File: config.mk
export PLATFORM = sky130hd
export DESIGN_NAME = mem_bus_arbiter
export DESIGN_NICKNAME = d
export VERILOG_FILES = /design/src/rtl/mem_bus_arbiter.sv
export SDC_FILE = /design/constraint.sdc
export NUM_CORES = 1
export LEC_CHECK = 0
export CORE_MARGIN = 5
export CORE_UTILIZATION = 30
export DETAILED_ROUTE_END_ITERATION = 10
export PLACE_DENSITY_LB_ADDON = 0.05
export SETUP_SLACK_MARGIN = 0.5
export SLEW_MARGIN = 5
export SYNTH_ARGS = -nofsm -noshare
export SYNTH_HDL_FRONTEND = slang
export SYNTH_SLANG_ARGS = --single-unit
File: constraint.sdc
create_clock -name clk -period 1.86 [get_ports clk]
set_clock_uncertainty 0.15 [all_clocks]
set_input_delay 0.186 -clock clk [delete_from_list [all_inputs] [get_ports clk]]
set_output_delay 0.186 -clock clk [all_outputs]
set_load 0.01 [all_outputs]
File: src/rtl/mem_bus_arbiter.sv
// -----------------------------------------------------------------------------
// mem_bus_arbiter
//
// Arbitrates between two bus masters (requester 0 = CPU core, requester 1 =
// DMA / debug loader) for the single shared synchronous memory port. One
// transaction is in flight at a time. The winner's op/addr/wdata are latched
// at grant, one memory strobe is issued, the read latency is waited out, and
// a one-cycle ack (plus read data for reads) is returned to the owner.
//
// Optional feature (compile-time macro CPU_ARB_ROUND_ROBIN_EN):
//   defined   : ties are broken in favour of the requester that did not win
//               the most recent grant (first tie after reset goes to req0).
//   undefined : fixed priority, req0 always wins a tie (req1 may starve).
//
// Ports:
//   clk, rst             clock; asynchronous active-low reset (rst = 0 resets)
//   req0/wr0/addr0/wdata0 requester 0 request, op (1 = write), address, data
//   ack0/rdata0          requester 0 completion pulse and read data
//   req1/wr1/addr1/wdata1 requester 1 request, op, address, data
//   ack1/rdata1          requester 1 completion pulse and read data
//   mem_en/mem_we        memory strobe (one cycle per transaction) and write
//   mem_addr/mem_wdata   memory address / write data (zero outside the strobe)
//   mem_rdata            memory read data, valid MEM_RD_LATENCY cycles after
//                        a read strobe
//   busy                 high whenever the sequencer is not idle
// -----------------------------------------------------------------------------
module mem_bus_arbiter #(
  parameter int ADDR_WIDTH     = 16,
  parameter int DATA_WIDTH     = 8,
  parameter int MEM_RD_LATENCY = 1
) (
  input  logic                  clk,
  input  logic                  rst,
  input  logic                  req0,
  input  logic                  wr0,
  input  logic [ADDR_WIDTH-1:0] addr0,
  input  logic [DATA_WIDTH-1:0] wdata0,
  output logic                  ack0,
  output logic [DATA_WIDTH-1:0] rdata0,
  input  logic                  req1,
  input  logic                  wr1,
  input  logic [ADDR_WIDTH-1:0] addr1,
  input  logic [DATA_WIDTH-1:0] wdata1,
  output logic                  ack1,
  output logic [DATA_WIDTH-1:0] rdata1,
  output logic                  mem_en,
  output logic                  mem_we,
  output logic [ADDR_WIDTH-1:0] mem_addr,
  output logic [DATA_WIDTH-1:0] mem_wdata,
  input  logic [DATA_WIDTH-1:0] mem_rdata,
  output logic                  busy
);

  typedef enum logic [2:0] {
    IDLE  = 3'd0,
    ISSUE = 3'd1,
    WAIT  = 3'd2,
    ACK   = 3'd3
  } state_t;

  // Read wait counter preload: WAIT is entered one cycle after the strobe, so
  // the data is due after MEM_RD_LATENCY-1 further WAIT cycles.
  localparam logic [2:0] RD_CNT_INIT = 3'(MEM_RD_LATENCY - 1);

  state_t                state_q, state_d;
  logic [2:0]            cnt_q, cnt_d;
  logic                  owner_q, owner_d;
  logic                  wr_q, wr_d;
  logic [ADDR_WIDTH-1:0] addr_q, addr_d;
  logic [DATA_WIDTH-1:0] wdata_q, wdata_d;
  logic [DATA_WIDTH-1:0] rdata0_q, rdata0_d;
  logic [DATA_WIDTH-1:0] rdata1_q, rdata1_d;
  logic                  pick1;

`ifdef CPU_ARB_ROUND_ROBIN_EN
  logic                  last_q, last_d;

  // Tie goes to whoever did not win last; a lone request always wins.
  always_comb begin
    pick1 = 1'b0;
    if (req0 && req1) begin
      pick1 = ~last_q;
    end else begin
      pick1 = ~req0;
    end
  end
`else
  // Fixed priority: requester 0 wins whenever it is asking.
  always_comb begin
    pick1 = ~req0;
  end
`endif

  always_comb begin
    state_d  = state_q;
    cnt_d    = cnt_q;
    owner_d  = owner_q;
    wr_d     = wr_q;
    addr_d   = addr_q;
    wdata_d  = wdata_q;
    rdata0_d = rdata0_q;
    rdata1_d = rdata1_q;
`ifdef CPU_ARB_ROUND_ROBIN_EN
    last_d   = last_q;
`endif

    case (state_q)
      IDLE: begin
        if (req0 || req1) begin
          owner_d = pick1;
          wr_d    = pick1 ? wr1    : wr0;
          addr_d  = pick1 ? addr1  : addr0;
          wdata_d = pick1 ? wdata1 : wdata0;
          state_d = ISSUE;
`ifdef CPU_ARB_ROUND_ROBIN_EN
          last_d  = pick1;
`endif
        end
      end
      ISSUE: begin
        if (wr_q) begin
          state_d = ACK;
        end else begin
          state_d = WAIT;
          cnt_d   = RD_CNT_INIT;
        end
      end
      WAIT: begin
        if (cnt_q == 3'd0) begin
          // Only the owner's read register is touched.
          if (owner_q) begin
            rdata1_d = mem_rdata;
          end else begin
            rdata0_d = mem_rdata;
          end
          state_d = ACK;
        end else begin
          cnt_d = cnt_q - 3'd1;
        end
      end
      ACK: begin
        state_d = IDLE;
      end
      default: begin
        state_d = IDLE;
      end
    endcase
  end

  always_ff @(posedge clk or negedge rst) begin
    if (!rst) begin
      state_q  <= IDLE;
      cnt_q    <= 3'd0;
      owner_q  <= 1'b0;
      wr_q     <= 1'b0;
      addr_q   <= '0;
      wdata_q  <= '0;
      rdata0_q <= '0;
      rdata1_q <= '0;
    end else begin
      state_q  <= state_d;
      cnt_q    <= cnt_d;
      owner_q  <= owner_d;
      wr_q     <= wr_d;
      addr_q   <= addr_d;
      wdata_q  <= wdata_d;
      rdata0_q <= rdata0_d;
      rdata1_q <= rdata1_d;
    end
  end

`ifdef CPU_ARB_ROUND_ROBIN_EN
  // Reset to 1 so requester 0 wins the first tie.
  always_ff @(posedge clk or negedge rst) begin
    if (!rst) begin
      last_q <= 1'b1;
    end else begin
      last_q <= last_d;
    end
  end
`endif

  // Outputs decode straight from the state register so they drop to zero
  // the instant reset is applied.
  always_comb begin
    mem_en    = (state_q == ISSUE);
    mem_we    = mem_en && wr_q;
    mem_addr  = mem_en ? addr_q  : '0;
    mem_wdata = mem_en ? wdata_q : '0;
    ack0      = (state_q == ACK) && !owner_q;
    ack1      = (state_q == ACK) &&  owner_q;
    busy      = (state_q != IDLE);
    rdata0    = rdata0_q;
    rdata1    = rdata1_q;
  end

endmodule

Word-level counts from Yosys, hierarchy flattened --
Cells that the tools add are included.
Storage, ports and cells: flip-flop bits (word level) 48, bits of input ports 62, output and inout port bits 45, logic and storage cells 44
Operators by class: $add $sub $neg 1, equality and inequality tests 7, mux-type cells 12, bitwise operators 2, reduce and logical (&&, ||, !) cells 14
Operators by type and width (count):
- $mux W16 | 2
- $mux W8 | 2
- $mux W3 | 4
- $pmux W3 S3 | 1
- $reduce_and A3 Y1 | 3
- $ne A2 B2 Y1 const B | 4
- $eq A3 B2 Y1 const B | 2
- $logic_not A3 Y1 | 2
- $pmux W3 S2 | 1
- $reduce_and A2 Y1 | 2
- $eq A3 B1 Y1 const B | 1
- $logic_and A1 B1 Y1 | 3
- $reduce_bool A3 Y1 | 1
- $sub A3 B1 Y3 const B | 1
- $mux W1 | 2
- $not A1 Y1 | 2
- $reduce_bool A2 Y1 | 1
- $logic_not A1 Y1 | 1
- $logic_or A1 B1 Y1 | 1

Logic depth before layout (Yosys ltp) --
depth in word-level cells 3, mapped depth 7, mapped depth without buffers 6

Worst setup path after synthesis --
Ideal clock, no wire load.
path kind register -> register, from register cnt_q[0], to register rdata0_q[0], in the netlist rdata0[0], setup time 0.125 ns, arrival time 1.424 ns, path slack 0.161 ns, stages on the path, launching flop included 8, buffers on the path 1, cell sequence dfrtp_1 > inv_1 > ha_1 > ha_1 > nand2_1 > or2_1 > buf_6 > mux2_4
On the way: cells in the longest elaborated chain, start to end 2
Ends and longest elaborated chain:
- from (decl) | RTL line 66 | logic [2:0] cnt_q, cnt_d;
- from (signal assigned) | RTL line 162 | cnt_q <= cnt_d;
- $logic_not A3 Y1 | RTL line 129 | if (cnt_q == 3'd0) begin
- $reduce_and A3 Y1 (no source line)
- to (signal assigned) | RTL line 167 | rdata0_q <= rdata0_d;
- to (decl) | RTL line 71 | logic [DATA_WIDTH-1:0] rdata0_q, rdata0_d;
Every way passes these cells. A chain may end at the register's enable or synchronous reset.

Worst setup path after layout --
from register state_q[0], to output port mem_addr[5]
On the way: cells in the longest elaborated chain, start to end 2
Ends and longest elaborated chain:
- from (decl) | RTL line 65 | state_t state_q, state_d;
- from (signal assigned) | RTL line 161 | state_q <= state_d;
- $eq A3 B1 Y1 | RTL line 186 | mem_en = (state_q == ISSUE);
- $mux W16 | RTL line 188 | mem_addr = mem_en ? addr_q : '0;
- to (decl) | RTL line 48 | output logic [ADDR_WIDTH-1:0] mem_addr,
Every way passes these cells.

==> results_dict.tcl <==
set metrics [dict create \
    outcome "completed" \
    ioPinCount 107 \
    synth_cells 208 \
    dp_slack_ns 0.0101 \
    synth_area_leaders "dfrtp_1 50%, mux2i_1 12%, and2_1 6.7%" \
    maxSlewViolCount 0 \
    yosys.area_share.simple_pct 12.9 \
    rsz0062_at_grt "yes" \
    drt-total-wl_um 7470 \
    fmaxAchievable_ghz 0.553 \
    dieArea_sq_mm 0.00965 \
    grt_max_degree 28 \
    dp.cells 415 \
    seq_area_frac_synth_pct 50.3 \
    cpPeakStageDelay_ns 0.44 \
    synth_compound_area_share_pct 6.64 \
    h-tree-depth 2 \
    fin_tns_setup_ns 0 \
    vias_per_cell 4.52 \
    track_usage_pct 15.2 \
    muxShareOfSynthArea_pct 22.3 \
    critical_path_buf_inv_count 3 \
    rows 32 \
    dr_wl_met2_um 3870 \
    wl_per_cell_um 16.2 \
    dr.max_layer_used "met4" \
    cp-end-kind "output port" \
    cp.arrival_ns 1.47 \
    clockBufferDepth 2 \
    clkTransAtPathRegs_ns 0.10 \
    ir_drop_mv 0.567 \
    crit_path_max_fanout 7 \
    path_common_cell "buf_6" \
    synth_warnings 0 \
    grt_pass1_vias 2228 \
    cts_root_buffer "clkbuf_8" \
    dr_wl_met3_um 452 \
    synth_nets 277 \
    place_area_sq_mm 0.00361 \
    final_cell_mix "59 x clkdlybuf4s50_1, 47 x dfrtp_1, 42 x buf_6" \
    cp_data_required_time_ns 1.52 \
    post-route-period-util_pct 97.2 \
    num_vias 2085 \
    critPathKind "flip-flop to output port" \
    hpwl_um 4360 \
    startpoint_type "flip-flop" \
    synth_top_area_cell "dfrtp_1" \
    crit_family "flip-flops" \
    leakage_nw 2.22 \
    drtPass1Iterations 3 \
    ant_nets 0 \
    holdCritPathClass "input pin to flip-flop" \
    final-hold-violation-count 0 \
    yosysTopAreaCellShare_pct 50.3 \
    drc_errors 0 \
    core_sq_mm 0.00765 \
    syn_area_sq_mm 0.00234 \
    gp_congestion 0.719 \
    clock_sinks 47 \
    numCtsBuffers 5 \
    synth_top_family_by_area "multiplexers" \
    port_buffers 106 \
    synth_area_per_cell_sq_um 11.2 \
    cts_tree "yes" \
    p_total_mw 7.58 \
    synth_xor_area_share_pct 0 \
    n_antenna_cell 0 \
    antenna_found_initial 0 \
    initial_core_util_pct 30.5 \
    grt_overflow 0 \
    worstPathCellList "ha_4, buf_6, buf_16, and2_4, buf_6" \
    grt_pass1_wl_um 11700 \
    drv_cap 0 \
    mostFrequentLayoutCell "clkdlybuf4s50_1" \
    dr.first_iter.drc_count 18 \
    die_w_um 98.2 \
    setup_violations 0 \
    period_minus_slack_ns 1.81 \
    p_per_area_mw_per_mm2 1610 \
    syn2layout_area_growth_pct 101 \
    drive_gt1_share_pct 49.6 \
    ys_ff_latch 47 \
    final_cell_count_no_fill 461 \
    worst_slew_pin_slew_ns 0.504 \
    fin_nets 427 \
    die_h_um 98.2 \
    drt-met1-wl_um 3070 \
    clk-insertion-delay-late_ns 0.31 \
    maxSlewHeadroom_pct 66.4 \
    cpMaxStageDelayCell "dfrtp_1" \
    setup_ws_ns 0.0517 \
    synth-adder-area-share_pct 3.75 \
    ys_types 21 \
    fin_area_sq_mm 0.00470 \
]
synth_stat cells:
cell type / instances
inv_1: 8
or2b_1: 1
nor2b_1: 1
dfrtp_1: 47
o21ai_0: 26
buf_6: 2
and2_1: 25
o21ai_2: 1
or2_1: 1
buf_4: 1
mux2_2: 8
mux2_4: 10
nand2_1: 29
buf_2: 4
o32a_1: 1
clkbuf_1: 4
nand3_1: 2
nand2b_1: 1
a31oi_1: 1
ha_1: 7
mux2i_1: 28
what timing repair did:
action	in CTS	in global routing
buffers inserted	15	11
pin swaps	32	22
setup endpoints to repair	90	81
hold endpoints to repair	20	0
resized for setup	246	64
hold buffers	1	0
cloned	11	0
cell type report:
cell class / count / area (sq um)
timing repair buffer: 153 / 1800
inverter: 8 / 40.0
tap: 102 / 128
fill: 617 / 2950
multi-input combinational: 143 / 1420
sequential: 47 / 1180
clock inverter: 3 / 67.6
clock buffer: 5 / 68.8
logic make-up (layout without fill, tap and decap cells):
logic type,count (synthesis),after routing
flops,47,47
compound gates,29,30
mux,46,46
simple gates,60,60
buf+inv,19,169
fa+ha+maj,7,7
routing by layer:
layer	global-route usage [%]	vias to the layer above
met1	17.7	1009
met5	0	-
met3	5.36	8
li1	-	1007
met2	27.2	61
met4	2.84	0
metrics by stage:
stage	hold WS [ns]	util [%]
6_report	0.0315	61.4
5_1_grt	0.0208	61.4
4_1_cts	0.0162	57.8
3_5_place_dp	0.0351	47.2
3_3_place_gp	0.0396	47.2
2_1_floorplan	-0.260	-
registers in the layout, summed over array words and instances, names as in the netlist:
name and flops:
addr_q 16, rdata0 8, rdata1 8, wdata_q 8
cnt_q 3, state_q 2, owner_q 1, wr_q 1
power by group:
group / switching (mW) / internal, mW
clock: 0.392 / 0.537
sequential: 0.338 / 1.53
combinational: 1.81 / 2.98
total: 2.54 / 5.04
path summary, 6_finish.rpt:
kind	from	end	slack [ns]	cells after the start
worst max-delay path	state_q[0]	mem_addr[5]	0.05	5
worst min-delay path	req0	owner_q	0.03	2
worst max register to register	state_q[0]	addr_q[1]	0.07	10
worst min register to register	addr_q[8]	addr_q[8]	0.33	2
max in group asynchronous	rst	addr_q[7]	0.81	3
min in group asynchronous	rst	wdata_q[4]	0.21	2
worst register-to-register path, delay by kind of cell (launching register included):
| kind | cells | cell delay, ns |
|---|---|---|
| buffers and inverters | 6 | 0.75 |
| DFF | 1 | 0.44 |
| adders and majority gates | 1 | 0.15 |
| AOI/OAI and AO/OA | 2 | 0.13 |
| and+or+nand+nor | 1 | 0.08 |
Power figures use the tool's default switching activity.
